## src/rtl/peripheral_timer_responder.sv

```systemverilog
// Memory-mapped timer / LED / 7-segment / switch peripheral on the CPU data bus.
// Loads return data combinationally in the same MEM cycle. Stores commit on the rising edge.
// irq is built only from register state, so the bus has no combinational path to it.
module peripheral_timer_responder #(
    parameter logic [31:0] BASE_ADDR = 32'h4000_0000,
    parameter int unsigned LED_W     = 8,
    parameter int unsigned DIG_W     = 12,
    parameter int unsigned SW_W      = 8
) (
    input  logic             clk,
    input  logic             reset,
    input  logic             MemRead,
    input  logic             MemWrite,
    input  logic [31:0]      Address,
    input  logic [31:0]      Write_data,
    output logic [31:0]      Read_data,
    input  logic [SW_W-1:0]  switches,
    output logic [LED_W-1:0] leds,
    output logic [DIG_W-1:0] digits,
    output logic             irq
);

    localparam int unsigned DATA_W = 32;
    localparam int unsigned TCON_W = 3;
    localparam int unsigned SEL_W  = 3;

    localparam logic [SEL_W-1:0] OFS_TH      = 3'd0;
    localparam logic [SEL_W-1:0] OFS_TL      = 3'd1;
    localparam logic [SEL_W-1:0] OFS_TCON    = 3'd2;
    localparam logic [SEL_W-1:0] OFS_LED     = 3'd3;
    localparam logic [SEL_W-1:0] OFS_SWITCH  = 3'd4;
    localparam logic [SEL_W-1:0] OFS_DIGITS  = 3'd5;
    localparam logic [SEL_W-1:0] OFS_SYSTICK = 3'd6;
    localparam logic [SEL_W-1:0] OFS_NONE    = 3'd7;

    // TCON bit positions
    localparam int unsigned TCON_EN  = 0;
    localparam int unsigned TCON_IE  = 1;
    localparam int unsigned TCON_IST = 2;

    logic [DATA_W-1:0] th_q;
    logic [DATA_W-1:0] tl_q;
    logic [DATA_W-1:0] tl_d;
    logic [TCON_W-1:0] tcon_q;
    logic [TCON_W-1:0] tcon_d;
    logic [LED_W-1:0]  led_q;
    logic [DIG_W-1:0]  dig_q;
    logic [DATA_W-1:0] systick_q;
    logic [SW_W-1:0]   sw_meta_q;
    logic [SW_W-1:0]   sw_sync_q;

    logic [SEL_W-1:0]  sel;
    logic              hit;
    logic              wr_en;
    logic              ovf;
    logic              ovf_set;
    logic [DATA_W-1:0] rdata_c;
    logic              unused_addr_lsb;

    // Byte lane bits are not decoded; word accesses only.
    assign unused_addr_lsb = ^Address[1:0];

    // Window and offset decode; offset 0x1C is unmapped.
    assign sel   = Address[4:2];
    assign hit   = (Address[31:5] == BASE_ADDR[31:5]) && (sel != OFS_NONE);
    assign wr_en = MemWrite && hit;

    // Timer overflow this cycle and whether it raises status.
    assign ovf     = tcon_q[TCON_EN] && (tl_q == '1);
    assign ovf_set = ovf && tcon_q[TCON_IE];

    // Next TL / TCON: a CPU write beats the counter, but an overflow never drops status.
    always_comb begin
        tl_d   = tl_q;
        tcon_d = tcon_q;
        if (tcon_q[TCON_EN]) begin
            tl_d = ovf ? th_q : (tl_q + 32'd1);
        end
        tcon_d[TCON_IST] = tcon_q[TCON_IST] | ovf_set;
        if (wr_en && (sel == OFS_TL)) begin
            tl_d = Write_data;
        end
        if (wr_en && (sel == OFS_TCON)) begin
            tcon_d = {Write_data[TCON_IST] | ovf_set, Write_data[TCON_IE:TCON_EN]};
        end
    end

    // Timer registers and free-running system tick.
    always_ff @(posedge clk or posedge reset) begin
        if (reset) begin
            th_q      <= '0;
            tl_q      <= '0;
            tcon_q    <= '0;
            systick_q <= '0;
        end else begin
            if (wr_en && (sel == OFS_TH)) begin
                th_q <= Write_data;
            end
            tl_q      <= tl_d;
            tcon_q    <= tcon_d;
            systick_q <= systick_q + 32'd1;
        end
    end

    // LED and 7-segment output registers; upper write bits are dropped.
    always_ff @(posedge clk or posedge reset) begin
        if (reset) begin
            led_q <= '0;
            dig_q <= '0;
        end else begin
            if (wr_en && (sel == OFS_LED)) begin
                led_q <= Write_data[LED_W-1:0];
            end
            if (wr_en && (sel == OFS_DIGITS)) begin
                dig_q <= Write_data[DIG_W-1:0];
            end
        end
    end

    // Two-flop synchroniser for the asynchronous board switches.
    always_ff @(posedge clk or posedge reset) begin
        if (reset) begin
            sw_meta_q <= '0;
            sw_sync_q <= '0;
        end else begin
            sw_meta_q <= switches;
            sw_sync_q <= sw_meta_q;
        end
    end

    // Zero-latency load mux; shows pre-write state when a store is in the same cycle.
    always_comb begin
        rdata_c = '0;
        if (MemRead && hit) begin
            case (sel)
                OFS_TH:      rdata_c = th_q;
                OFS_TL:      rdata_c = tl_q;
                OFS_TCON:    rdata_c = DATA_W'(tcon_q);
                OFS_LED:     rdata_c = DATA_W'(led_q);
                OFS_SWITCH:  rdata_c = DATA_W'(sw_sync_q);
                OFS_DIGITS:  rdata_c = DATA_W'(dig_q);
                OFS_SYSTICK: rdata_c = systick_q;
                default:     rdata_c = '0;
            endcase
        end
    end

    assign Read_data = rdata_c;
    assign leds      = led_q;
    assign digits    = dig_q;
    assign irq       = tcon_q[TCON_IE] & tcon_q[TCON_IST];

endmodule

```

## config.mk

```make
export PLATFORM = sky130hd
export DESIGN_NAME = peripheral_timer_responder
export DESIGN_NICKNAME = d
export VERILOG_FILES = /design/src/rtl/peripheral_timer_responder.sv
export SDC_FILE = /design/constraint.sdc
export NUM_CORES = 1
export LEC_CHECK = 0
export CAP_MARGIN = 5
export CORE_UTILIZATION = 25
export DETAILED_ROUTE_END_ITERATION = 12
export GPL_TIMING_DRIVEN = 0
export PLACE_DENSITY = 0.43
export SYNTH_ARGS = -nofsm -noshare
export SYNTH_HDL_FRONTEND = slang
export SYNTH_SLANG_ARGS = --single-unit
```

## constraint.sdc

```tcl
create_clock -name clk -period 12.2 [get_ports clk]
set_input_delay 1.22 -clock clk [delete_from_list [all_inputs] [get_ports clk]]
set_output_delay 1.22 -clock clk [all_outputs]
set_load 0.01 [all_outputs]
```

## Word-level counts from Yosys, hierarchy flattened

Cells that the tools add are included.

- Flip-flop bits (word level): 135
- Bits of input ports: 76
- Output and inout port bits: 53
- Logic and storage cells: 41

- $add $sub $neg: 2
- Equality and inequality tests: 9
- Mux-type cells: 6
- Bitwise operators: 3
- Reduce and logical (&&, ||, !) cells: 12

Operator list:

| kind | number |
|---|---|
| 32-bit case mux with 7 select lines | 1 |
| 32-bit two-way mux | 4 |
| 32-bit by 1-bit adder with 32-bit output (second input constant) | 2 |
| 32-bit equality test (second input constant) | 1 |
| 27-bit by 26-bit equality test with 1-bit output (second input constant) | 1 |
| 1-bit logical AND | 10 |
| 3-bit equality test (second input constant) | 3 |
| 3-bit by 2-bit equality test with 1-bit output (second input constant) | 2 |
| 3-bit by 1-bit equality test with 1-bit output (second input constant) | 1 |
| 3-bit logical NOT | 1 |
| 3-bit two-way mux | 1 |
| 3-bit != test (second input constant) | 1 |
| 1-bit bitwise OR | 2 |
| 2-bit nonzero test | 1 |
| 1-bit AND | 1 |

## Logic depth before layout (Yosys ltp)

Gate-level depths: netlist of run 1.

- Word-level depth: 5
- Mapped depth: 8
- Depth with buffers taken out: 6

## Worst setup path after synthesis of run 1

OpenSTA, ideal clock, no wires.

- Path kind: input-to-output
- Start: input Address[2]
- End: output Read_data[4]
- Data arrival time: 2.502 ns
- Data required time: 10.980 ns
- Setup slack: 8.478 ns
- Stages: 5
- Path buffers: 3
- Cells stage by stage: buf_2 -> buf_1 -> clkbuf_1 -> a221oi_1 -> a211oi_1

- Longest elaborated chain between the ends: 4
- Elaborated cells between the ends (all ways): 12
- Classes of those cells: eq/ne: 7; mux: 2; reduce/logical: 3

Ends and longest elaborated chain:

| item | RTL line | RTL |
|---|---|---|
| from (decl) | 14 | `input logic [31:0] Address,` |
| parallel branches: the longest is 3 deep, another holds 32-bit case mux with 7 select lines | - |  |
| 32-bit two-way mux * | 134 | `if (MemRead && hit) begin` |
| to (decl) | 16 | `output logic [31:0] Read_data,` |

Every way passes the cells marked *.

## Final worst setup path of run 1

- Start: input Address[3]
- End: output Read_data[31]

Same word-level chain as after synthesis.

==> results of run 1 <==
## synth_stat cells (all sizes together), types with 7 or more instances
library cell / count / area (um^2)
and4: 9 / 78.8
nor4: 22 / 144
o31ai: 15 / 113
nand4: 18 / 119
xor2: 13 / 114
nor2: 77 / 289
a31oi: 15 / 93.8
mux2i: 9 / 90.1
and3: 17 / 106
nor2b: 7 / 43.8
nor3: 11 / 76.3
nand2: 53 / 199
dfrtp: 135 / 3380
a21oi: 27 / 135
nand3: 35 / 180
o21ai: 10 / 50.1
mux2: 82 / 923
buf: 18 / 100
inv: 9 / 33.8
a22oi: 28 / 210
clkbuf: 36 / 136
a211oi: 10 / 75.1
xnor2: 27 / 236
## state kept, by name, summed over array words and instances, names as in the netlist
register	cells
sw_sync_q	8
tl_q	32
th_q	32
systick_q	32
leds	8
tcon_q	3
sw_meta_q	8
digits	12
## critical path, delay by kind of cell
kind	cells	cell delay, ps
AO/OA/AOI/OAI	1	190
AND/OR/NAND/NOR	3	710
buffers and inverters	4	2180
## metal layers
metal,vias up,GRT usage [%]
met2,160,27.8
li1,3059,-
met5,-,0
met3,22,2.89
met4,0,4.57
met1,3250,25.5
## worst min path at each step
stage | to | from | cells past startpoint
floorplan | sw_sync_q[0] | sw_meta_q[0] | 0
global placement | sw_sync_q[5] | sw_meta_q[5] | 0
detailed placement | sw_sync_q[5] | sw_meta_q[5] | 0
CTS | sw_sync_q[5] | sw_meta_q[5] | 0
global route | sw_sync_q[5] | sw_meta_q[5] | 0
finish | sw_sync_q[5] | sw_meta_q[5] | 0
## area by class of cell
type,count,area (um^2),area share (%)
multi-input combinational,549,3820,38.9
tap,384,480,4.90
clock buffer,17,425,4.34
timing repair buffer,126,1280,13.0
clock inverter,15,151,1.54
inverter,9,38.8,0.395
sequential,135,3380,34.4
buffer,54,236,2.41
## power breakdown
group          switching [W]  internal, W
sequential        0.00000151     0.000451
clock               0.000240     0.000273
combinational      0.0000385    0.0000348
## cells in the final DEF (no fill, tap or decap), types with 10 or more instances in the layout
cell,instances
a211oi_1,10
a21oi_1,27
a22oi_1,28
a31oi_1,15
and3_1,17
buf_2,11
clkbuf_1,35
clkbuf_16,17
clkdlybuf4s50_1,125
dfrtp_1,135
mux2_2,82
nand2_1,53
nand3_1,34
nand4_1,17
nor2_1,77
nor4_1,21
o21ai_0,10
o31ai_1,15
xnor2_1,27
xor2_1,13
## through the flow
stage | util, % | worst slack [ps] | std cells | instance area (um^2) | power, W
2_1_floorplan | - | 7370 | 747 | 7470 | 0.000491
3_3_place_gp | 31.7 | 4920 | 1256 | 9200 | 0.000534
3_5_place_dp | 31.8 | 6680 | 1257 | 9230 | 0.000535
4_1_cts | 33.8 | 6670 | 1289 | 9810 | 0.00105
5_1_grt | 33.8 | 6490 | 1289 | 9810 | 0.00107
6_report | 33.8 | 6660 | 1289 | 9810 | 0.00104
## logic make-up after synthesis
family / count (synthesis) / synth area share (%)
simple gates: 269 / 18.5
compound gates: 146 / 13.8
flops: 135 / 45.2
buf+inv: 63 / 3.62
fa+ha+maj: 2 / 0.335
xor+xnor: 40 / 4.69
mux: 92 / 13.9
==> reports/qor.yml, run 1 <==
met2WireLength_um: 12100
synth_edf_count: 0
hold_viol: 0
nNetsFinal: 970
fp.dieH_um: 175
slew_headroom_pct: 23.1
r2r_cells: 7
synth_warnings: 0
layout-drive-gt1-share_pct: 15.7
synth_seq_area_share_pct: 45.2
grt_max_degree: 76
worstPathCellList: "clkdlybuf4s50_1 > nor2b_1 > clkbuf_1 > and2_1 > clkbuf_1 > a22oi_1 > nor2_1 > clkdlybuf4s50_1"
crit_start: "Address[3]"
ctsHoldBuffers: 0
r2r-start: "tl_q[1]"
syn_inst: 747
area_growth_pct: 31.3
worst_hold_slack_ps: 348
vias_per_cell: 5.04
antenna-diode-count: 0
post_drt_wl_per_cell_um: 20.8
ir_drop_mv: 0.0812
tns_ps: 0
netlist_area_um2: 7470
synth.avg_cell_area_um2: 10.0
detail_route.iter0.violations: 374
grt_pass1_vias: 6714
gp_congestion: 0.809
status: "completed"
critPathCapture: "Read_data[31]"
top_layer_used: "met4"
async_reset_ff_share_pct: 100
r2r-end: "tl_q[5]"
synth_cell_type_count: 57
drv_cap: 0
ctsHtreeMaxLevel: 4
die_w_um: 175
hpwl_um: 19600
num_io_pins: 129
portBuffers: 125
rsz0062_at_grt: "no"
clk_path_buf_depth: 2
post-cts-setup-buffers: 0
finalSetupViolCount: 0
cts_tree: "yes"
cts_resized: 0
critical_path.slowest_cell: "clkbuf_1"
synth_fp_nets: 825
synth-main-ff-cell: "dfrtp_1"
skew_ps: 10.6
rows: 62
wirelength_um: 26800
antenna_found_initial: 0
fin_crit_sh_pct: 45.4
ys_seq_elements: 135
slew_viol_final: 0
fin_crit_ps: 5540
clk_latency_ps: 440
hold_class: "flip-flop to flip-flop"
crit_path_start_kind: "input pin"
drc: 0
p_leak_nw: 4.05
grt_overflow_total: 0
cp.arrival_ps: 4320
r2r_setup_slack_ps: 9510
fp.coreArea_um2: 29000
cts-root-buf: "clkbuf_16"
routed-via-count: 6491
grt_pass1_wl_um: 41000
clock-sinks: 135
start_util_pct: 25.7
filler_cell_count: 3023
cp_max_fo: 10
tritoncts.num_buffers: 17
worstMarginPinSlew_ps: 1150
power_density_nw_per_um2: 106
grt_usage_pct: 17.8
wl_met1_um: 13300
clk_pin_slew_ps: 70
cpPeakStageDelay_ps: 580
die_area_um2: 30600
fmax_mhz: 181
first_pass_iters: 5
crit_type: "input pin to output port"
cp_data_required_time_ps: 10980
met3_length_um: 1020
postRouteAntennaNets: 0
critPathCaptureType: "output port"
Note: power is estimated with default switching activity, not from simulation.
==> run 2, diff against run 1 <==
==> constraint.sdc (replaced) <==
create_clock -name clk -period 5.2 [get_ports clk]
set_input_delay 0.52 -clock clk [delete_from_list [all_inputs] [get_ports clk]]
set_output_delay 0.52 -clock clk [all_outputs]
set_load 0.01 [all_outputs]
==> results of run 2 <==
Same layout as run 1 (identical final DEF). Status: completed.
Main changes from that run: setup slack after placement 6680 ps -> 1080 ps; setup slack after layout 6660 ps -> 1060 ps; register-to-register setup slack 9510 ps -> 2510 ps; total power 0.00104 W -> 0.00244 W; worst IR drop on VDD 0.0812 mV -> 0.191 mV
==> run 3, diff against run 2 <==
--- a/config.mk
+++ b/config.mk
@@ -9,7 +9,7 @@
 export CORE_UTILIZATION = 25
 export DETAILED_ROUTE_END_ITERATION = 12
 export GPL_TIMING_DRIVEN = 0
-export PLACE_DENSITY = 0.43
+export PLACE_DENSITY = 0.44
 export SYNTH_ARGS = -nofsm -noshare
 export SYNTH_HDL_FRONTEND = slang
 export SYNTH_SLANG_ARGS = --single-unit
==> constraint.sdc (replaced) <==
create_clock -name clk -period 3.5 [get_ports clk]
set_input_delay 0.35 -clock clk [delete_from_list [all_inputs] [get_ports clk]]
set_output_delay 0.35 -clock clk [all_outputs]
set_load 0.01 [all_outputs]
==> run 3 against run 2 <==
Sequential cell count did not move. First-iteration DRC count fell by 7.0%. Clock power rose by 63%. Cell count rose by 0.23%. Hold slack got worse by 42 ps. Non-clock buffer count rose by 3. Via count rose by 0.37%. Global-route usage rose by 0.058 points. Critical path depth fell by 1. Setup slack got worse by 910 ps. Critical endpoint is now Read_data[4].
==> reports/qor.yml, run 3 (synthesis results as in run 1) <==
critPathTopFamily: "buffers and inverters"
worstPathCellList: "clkdlybuf4s50_1 > nor4_1 > and4_1 > nand3_2 > clkbuf_2 > a211oi_1 > clkdlybuf4s50_1"
cpPeakStageDelay_ps: 590
critPathCaptureType: "output port"
slew_viol_final: 0
final_common_cell: "dfrtp_1"
post_drt_wl_per_cell_um: 20.8
fin_crit_ps: 3350
grt_use_met1_pct: 25.1
largestRegisters: "systick_q x32, th_q x32, tl_q x32"
register_area_um2: 3380
gp_congestion: 0.814
antenna_found_initial: 0
cp_common_cell: "clkdlybuf4s50_1"
grt_max_degree: 35
hpwl_um: 19900
utilization_pct: 34.2
rsz0062_at_grt: "no"
drv_cap: 0
start_util_pct: 25.7
area_growth_pct: 33.0
slew_headroom_pct: 25.1
vias_per_cell: 5.04
crit_path_start_kind: "input pin"
status: "completed"
cp_data_required_time_ps: 3150
pre_cts_ws_ps: -306
skew_ps: 11.0
first_pass_iters: 5
fin_crit_sh_pct: 95.7
clock-sinks: 135
wirelength_um: 26800
drc: 0
grt_usage_pct: 17.9
nNetsFinal: 973
cts_tree: "yes"
multi_input_area_um2: 3830
power_density_nw_per_um2: 383
clk_pin_slew_ps: 70
detail_route.iter0.violations: 348
cp_max_fo: 10
cts-root-buf: "clkbuf_16"
worstMarginPinSlew_ps: 1110
rows: 62
grt-busiest-layer: "met2"
critical_path.slowest_cell: "clkdlybuf4s50_1"
clk_path_buf_depth: 2
antenna-diode-count: 0
crit_type: "input pin to output port"
layout_common_cells: "135 x dfrtp_1, 125 x clkdlybuf4s50_1, 82 x mux2_2"
routed-via-count: 6515
cp.arrival_ps: 3000
filler_cell_count: 3033
grt_pass1_wl_um: 41200
met3_usage_pct: 2.96
fmax_mhz: 298
layout-drive-gt1-share_pct: 16.9
tritoncts.num_buffers: 17
fp.coreArea_um2: 29000
clk_latency_ps: 420
ctsHoldBuffers: 0
postRouteAntennaNets: 0
portBuffers: 125
ir_drop_mv: 0.267
fp.dieH_um: 175
finalWorstSetupSlack_ps: 150
grt_pass1_vias: 6752
critPathBufInv: 3
finalSetupViolCount: 0
num_io_pins: 129
hold_viol: 0
die_w_um: 175
grt_overflow_total: 0
hold_class: "input pin to async pin"
met2_usage_pct: 28.5
p_leak_nw: 4.12
die_area_um2: 30600
ctsHtreeMaxLevel: 4
## run 3: changes by cell type in the layout (fill, tap and decap cells not counted), moves of 2 or more
cell,change
buf_2,+2
inv_8,-2
buf_1,-2
buf_12,+4
clkinv_4,+2
bufinv_16,+3
clkbuf_1,-4
clkbuf_2,+4
## run 3: where the power goes
group          internal [W]  total, W  leakage, nW  switching [W]
registers           0.00157   0.00158         1.66     0.00000522
logic              0.000128  0.000265         2.15       0.000137
clock network       0.00116   0.00196        0.311       0.000801
total               0.00286   0.00380         4.12       0.000943
## run 3: through the flow
| step | hold slack, ps | total power (W) | std cells | TNS [ps] | area [um^2] |
|---|---|---|---|---|---|
| 3_5_place_dp | 336 | 0.00187 | 1260 | -3660 | 9280 |
| 2_1_floorplan | 331 | 0.00171 | 747 | 0 | 7470 |
| 6_report | 307 | 0.00380 | 1292 | 0 | 9930 |
| 4_1_cts | 314 | 0.00385 | 1292 | 0 | 9930 |
| 3_3_place_gp | 336 | 0.00186 | 1256 | -8240 | 9200 |
| 5_1_grt | 335 | 0.00393 | 1292 | 0 | 9930 |
## run 3: area by class of cell
| cell class | count | area share, % |
|---|---|---|
| repair buffers | 129 | 13.4 |
| clock inverters | 15 | 2.07 |
| flip-flops and latches | 135 | 34.0 |
| inverters | 9 | 0.378 |
| plain buffers | 54 | 2.46 |
| clock buffers | 17 | 4.28 |
| well taps | 384 | 4.84 |
| multi-input cells | 549 | 38.5 |
## run 3: layer usage
metal	share of wire (%)	up-vias
met2	46	150
li1	-	3070
met4	1.3	0
met5	0	-
met1	49	3278
met3	3.8	17
## run 3: worst register-to-register path, delay by kind of cell (launching register included)
family                   cells  cell delay (ps)
buffers and inverters        1              260
flip-flops                   1              440
AND/OR/NAND/NOR              4             1380
adder cells (fa/ha/maj)      1              280
AO/OA/AOI/OAI                1              230
## run 3: timing repair
action	CTS	global route
resized for setup	6	4
buffers inserted	0	0
endpoints found under the setup margin	25	4
## run 3: path summary, 6_finish.rpt
kind | cells past startpoint | slack, ps | to | startpoint
max | 7 | 150 | Read_data[4] | Address[15]
min | 2 | 310 | leds[1] | reset
max reg2reg | 7 | 830 | tl_q[15] | tl_q[0]
min reg2reg | 0 | 340 | sw_sync_q[5] | sw_meta_q[5]
max in group asynchronous | 4 | 2430 | systick_q[12] | reset
min in group clk | 0 | 340 | sw_sync_q[5] | sw_meta_q[5]
==> edit 1, RTL diff (flow settings as in run 3) <==
`tl_q` no longer has a reset.
--- a/src/rtl/peripheral_timer_responder.sv
+++ b/src/rtl/peripheral_timer_responder.sv
@@ -90,5 +90,4 @@
         if (reset) begin
             th_q      <= '0;
-            tl_q      <= '0;
             tcon_q    <= '0;
             systick_q <= '0;
@@ -97,8 +96,11 @@
                 th_q <= Write_data;
             end
-            tl_q      <= tl_d;
             tcon_q    <= tcon_d;
             systick_q <= systick_q + 32'd1;
         end
+    end
+
+    always_ff @(posedge clk) begin
+        tl_q <= tl_d;
     end
 
Check against the original RTL: not equivalent (a bounded check fails within 4 cycles, from zero or initial values and one cycle with reset high).
==> edit 1 against run 3 <==
Sequential cell count did not move; sequential share of layout area rose by 2.5 points; design area fell by 2.5%; worst setup slack improved by 0.020 ns; total power fell by 4.5%; synthesized cell count fell by 8.4%; die area fell by 2.1%; synthesized area fell by 2.2%; clock power fell by 9.7%; wire length fell by 7.8%.
==> edit 1: results (changes against run 3) <==
- 1st-iter DRT viols: 358 (+2.9%)
- Post-synthesis mux area share: 15.2% (+1.3 points)
- Final-layout fill cell count: 2,948 (-2.8%)
- Pin slew with the least headroom to its limit: 1.05 ns (-0.0641 ns)
- CP startpoint: Address[2]
- Reg2Reg Setup Slack: 0.58 ns (-0.25 ns)
- Post-synth EDFFs: 32 (+32)
- CP max stage delay: 0.61 ns (+0.02 ns)
- Dpl cells: 1,194 (-5.2%)
- First-pass GRT wire length: 38.3 mm (-7.1%)
- VDD IR max: 0.333 mV (+24%)
- Post-synthesis adder-cell area fraction: 0.342% (+0.0074 points)
- Fraction of area in multi-input gates: 36.9% (-1.6 points)
- Largest net degree at the start of global routing: 73 (+110%)
- Top post-synthesis cells by count: dfrtp_1 (103), mux2_2 (82), nor2_1 (65), nand2_1 (44)
- Post-Place Cell Area: 9070 µm² (-2.3%)
- Area of the multi-input gates: 3570 µm² (-6.7%)
- Min setup slack post-route: 0.170 ns (+0.0198 ns)
- Fin nets: 907 (-6.8%)
- Clk. pwr: 1.77 mW (-9.7%)
- Post-Syn Nets: 762 (-7.6%)
- Post-place setup slack: -0.440 ns (-0.135 ns)
- Vias in the first global route: 6,170 (-8.6%)
- Routed length per instance: 20.2 µm (-2.8%)
- Multi-input gates: 501 (-8.7%)
- XOR/XNOR Fraction of Synth Area: 6.23% (+1.5 points)
- FF+latch area: 3540 µm² (+4.7%)
- Path depth of the worst reg2reg path: 6 (-1)
- Buffers excl. clock: 161 (-12%)
- Status: finished clean
- NonClk Buf Share: 15.1% (-0.74 points)
- Crit path DAT: 2.98 ns (-0.02 ns)
- Post-synthesis sequential area ratio: 48.4% (+3.2 points)
- CLK BUF: 18 (+1)
- Final RePlAce weighted congestion: 0.796 (-2.2%)
- Static Leak: 3.81 nW (-7.5%)
- Share of cells above drive strength 1: 18.3% (+1.4 points)
- Synth unique cells: 56 (-1.8%)
- Tot GR Track Use: 17.0% (-0.85 points)
- Reg2reg end: tl_q[15]$_DFFE_PP_
- Detailed Place HPWL: 18.1 mm (-9.5%)
- Net Switching: 0.938 mW (-0.50%)
- Ranking of synthesized cells by area: dfrtp_1 (35%), edfxtp_1 (13%), mux2_2 (13%)
==> edit 1: cell types whose count changed after synthesis, moves of 8 or more <==
cell | run 3 | this run
clkbuf_1 | 35 | 22
nand2_1 | 53 | 44
a31oi_1 | 15 | 6
nor2_1 | 77 | 65
o21ai_0 | 10 | 19
o31ai_1 | 15 | 1
nand4_1 | 17 | 27
dfrtp_1 | 135 | 103
edfxtp_1 | 0 | 32
o21ai_1 | 0 | 8
==> edit 1: through the flow <==
stage | power, mW | hold slack, ns
4_1_cts | 3.66 | 0.262
5_1_grt | 3.75 | 0.280
2_1_floorplan | 1.74 | 0.331
3_5_place_dp | 1.89 | 0.335
6_report | 3.63 | 0.256
3_3_place_gp | 1.88 | 0.334
==> edit 1: metal layers <==
metal,global-route usage (%),share of wire (%)
met5,0,0
met4,4.54,1.6
met3,3.43,3.7
met2,27.5,47
met1,23.2,47
==> edit 1: critical path: cells and delay by family <==
family                 cells  cell delay, ns
AOI/OAI and AO/OA          2            0.45
buffers and inverters      5            2.18
==> edit 2, RTL diff (config.mk and constraints of run 3) <==
Without the edit above. Change the parameter `SW_W` from 8 to 10.
--- a/src/rtl/peripheral_timer_responder.sv
+++ b/src/rtl/peripheral_timer_responder.sv
@@ -6,5 +6,5 @@
     parameter int unsigned LED_W     = 8,
     parameter int unsigned DIG_W     = 12,
-    parameter int unsigned SW_W      = 8
+    parameter int unsigned SW_W      = 10
 ) (
     input  logic             clk,
Ports: changed (resized switches); port bits go from 129 to 131. The function was not compared with the original's and may differ.
==> edit 2 against run 3 <==
Synthesized area up 0.49%; critical endpoint is now Read_data[31]; total power shrank 4.0%; design area hardly changed; critical path depth unchanged; synthesized cell count shrank 1.6%; wire length shrank 1.4%; sequential cell count is 4 higher; worst setup slack lost 0.052 ns.
==> edit 2: results (changes against run 3) <==
- Ranking of synthesized cells by area: dfrtp_1 (46%), mux2_2 (10%), nand2_1 (3.9%)
- Status: finished clean
- Vias in the first global route: 6,682 (-1.0%)
- Met1 usage: 24.5% (-0.55 points)
- # port buffers: 127 (+1.6%)
- Fin nets: 965 (-0.82%)
- Comb pwr: 0.247 mW (-7%)
- PostCTS Resize Cnt: 4 (-2)
- Net Switching: 0.915 mW (-2.9%)
- Top post-synthesis cells by count: dfrtp_1 (139), nand2_1 (77), mux2_2 (69), nor2_1 (67), nand3_1 (36)
- First-pass GRT wire length: 41.0 mm (-0.58%)
- DRT Wirelength: 26.5 mm (-1.4%)
- Synth unique cells: 61 (+7.0%)
- GR Layer Usage met3: 3.42% (+0.46 points)
- Met2 Track Usage GR: 28.2% (-0.36 points)
- VDD IR max: 0.267 mV (-0.17%)
- Static Leak: 4.07 nW (-1.3%)
- Crit path DAT: 3.05 ns (+0.05 ns)
- Design Power: 3.65 mW (-4.0%)
- Vias: 6,354 (-2.5%)
- Reg2Reg Setup Slack: 0.77 ns (-0.06 ns)
- Wire length on met2: 12.4 mm (+0.12%)
- Min-delay worst type: in -> async
- 1st-iter DRT viols: 459 (+32%)
- Largest net degree at the start of global routing: 37 (+5.7%)
- Share of cells above drive strength 1: 16.9% (+0.076 points)
- Slew Limit Headroom: 46.3% (+21 points)
- Seq pwr share: 44.5% (+3.0 points)
- Max Freq: 294 MHz (-1.5%)
- Final Skew: 0.0123 ns (+0.00123 ns)
- Post-synthesis sequential area ratio: 46.3% (+1.1 points)
- Post-Syn Nets: 815 (-1.2%)
- CP max stage delay: 0.64 ns (+0.05 ns)
- WL met3: 1.21 mm (+18%)
- Final-layout fill cell count: 3,064 (+1.0%)
- Initial antenna violation count: 1 (+1)
==> edit 2: changes by cell type after synthesis, moves of 9 or more <==
cell      before  now
clkbuf_1      35   18
mux2_2        82   69
nand2_1       53   77
nor2_1        77   67
nor4_1        21   10
o21ai_0       10   22
o21ai_1        0   12
o31ai_1       15    6
==> edit 2: logic make-up (layout without fill, tap and decap cells) <==
logic type                 after synthesis  count (layout)  share of synthesized area [%]
AOI/OAI and AO/OA                      143             143                           12.5
and+or+nand+nor                        262             262                           17.8
buffers and inverters                   54             217                           3.62
DFF                                    139             139                           46.3
muxes                                   94              94                           14.6
xor gates and xnor gates                41              41                           4.79
adders and majority gates                2               2                          0.333
==> edit 2: final timing paths <==
kind                                        start                      to  cells past startpoint
min in group clk           sw_meta_q[3]$_DFF_PP0_  sw_sync_q[3]$_DFF_PP0_                      0
setup / recovery                       Address[2]           Read_data[31]                      7
max in group asynchronous                   reset    tl_q[11]$_DFFE_PP0P_                      4
setup reg to reg              tl_q[0]$_DFFE_PP0P_     tl_q[0]$_DFFE_PP0P_                      7
hold / removal                              reset  sw_sync_q[4]$_DFF_PP0_                      2
hold reg to reg            sw_meta_q[3]$_DFF_PP0_  sw_sync_q[3]$_DFF_PP0_                      0
==> edit 2: through the flow <==
stage               util, %  instance area (µm²)  TNS, ns  cells  hold slack (ns)
finish                 33.6                 9930        0   1288            0.286
detailed placement     31.6                 9360    -4.24   1256            0.335
floorplan                 -                 7510        0    735            0.331
CTS                    33.6                 9920        0   1288            0.290
global route           33.6                 9930        0   1288            0.330
global placement       31.4                 9270   -21.66   1252            0.333
==> edit 2: layout make-up <==
cell class	count	area share, %
clock buffer	18	4.32
tap	390	4.91
multi-input combinational	542	37.9
timing repair buffer	131	13.7
inverter	11	0.454
buffer	43	2.39
sequential	139	35.0
clock inverter	14	1.36
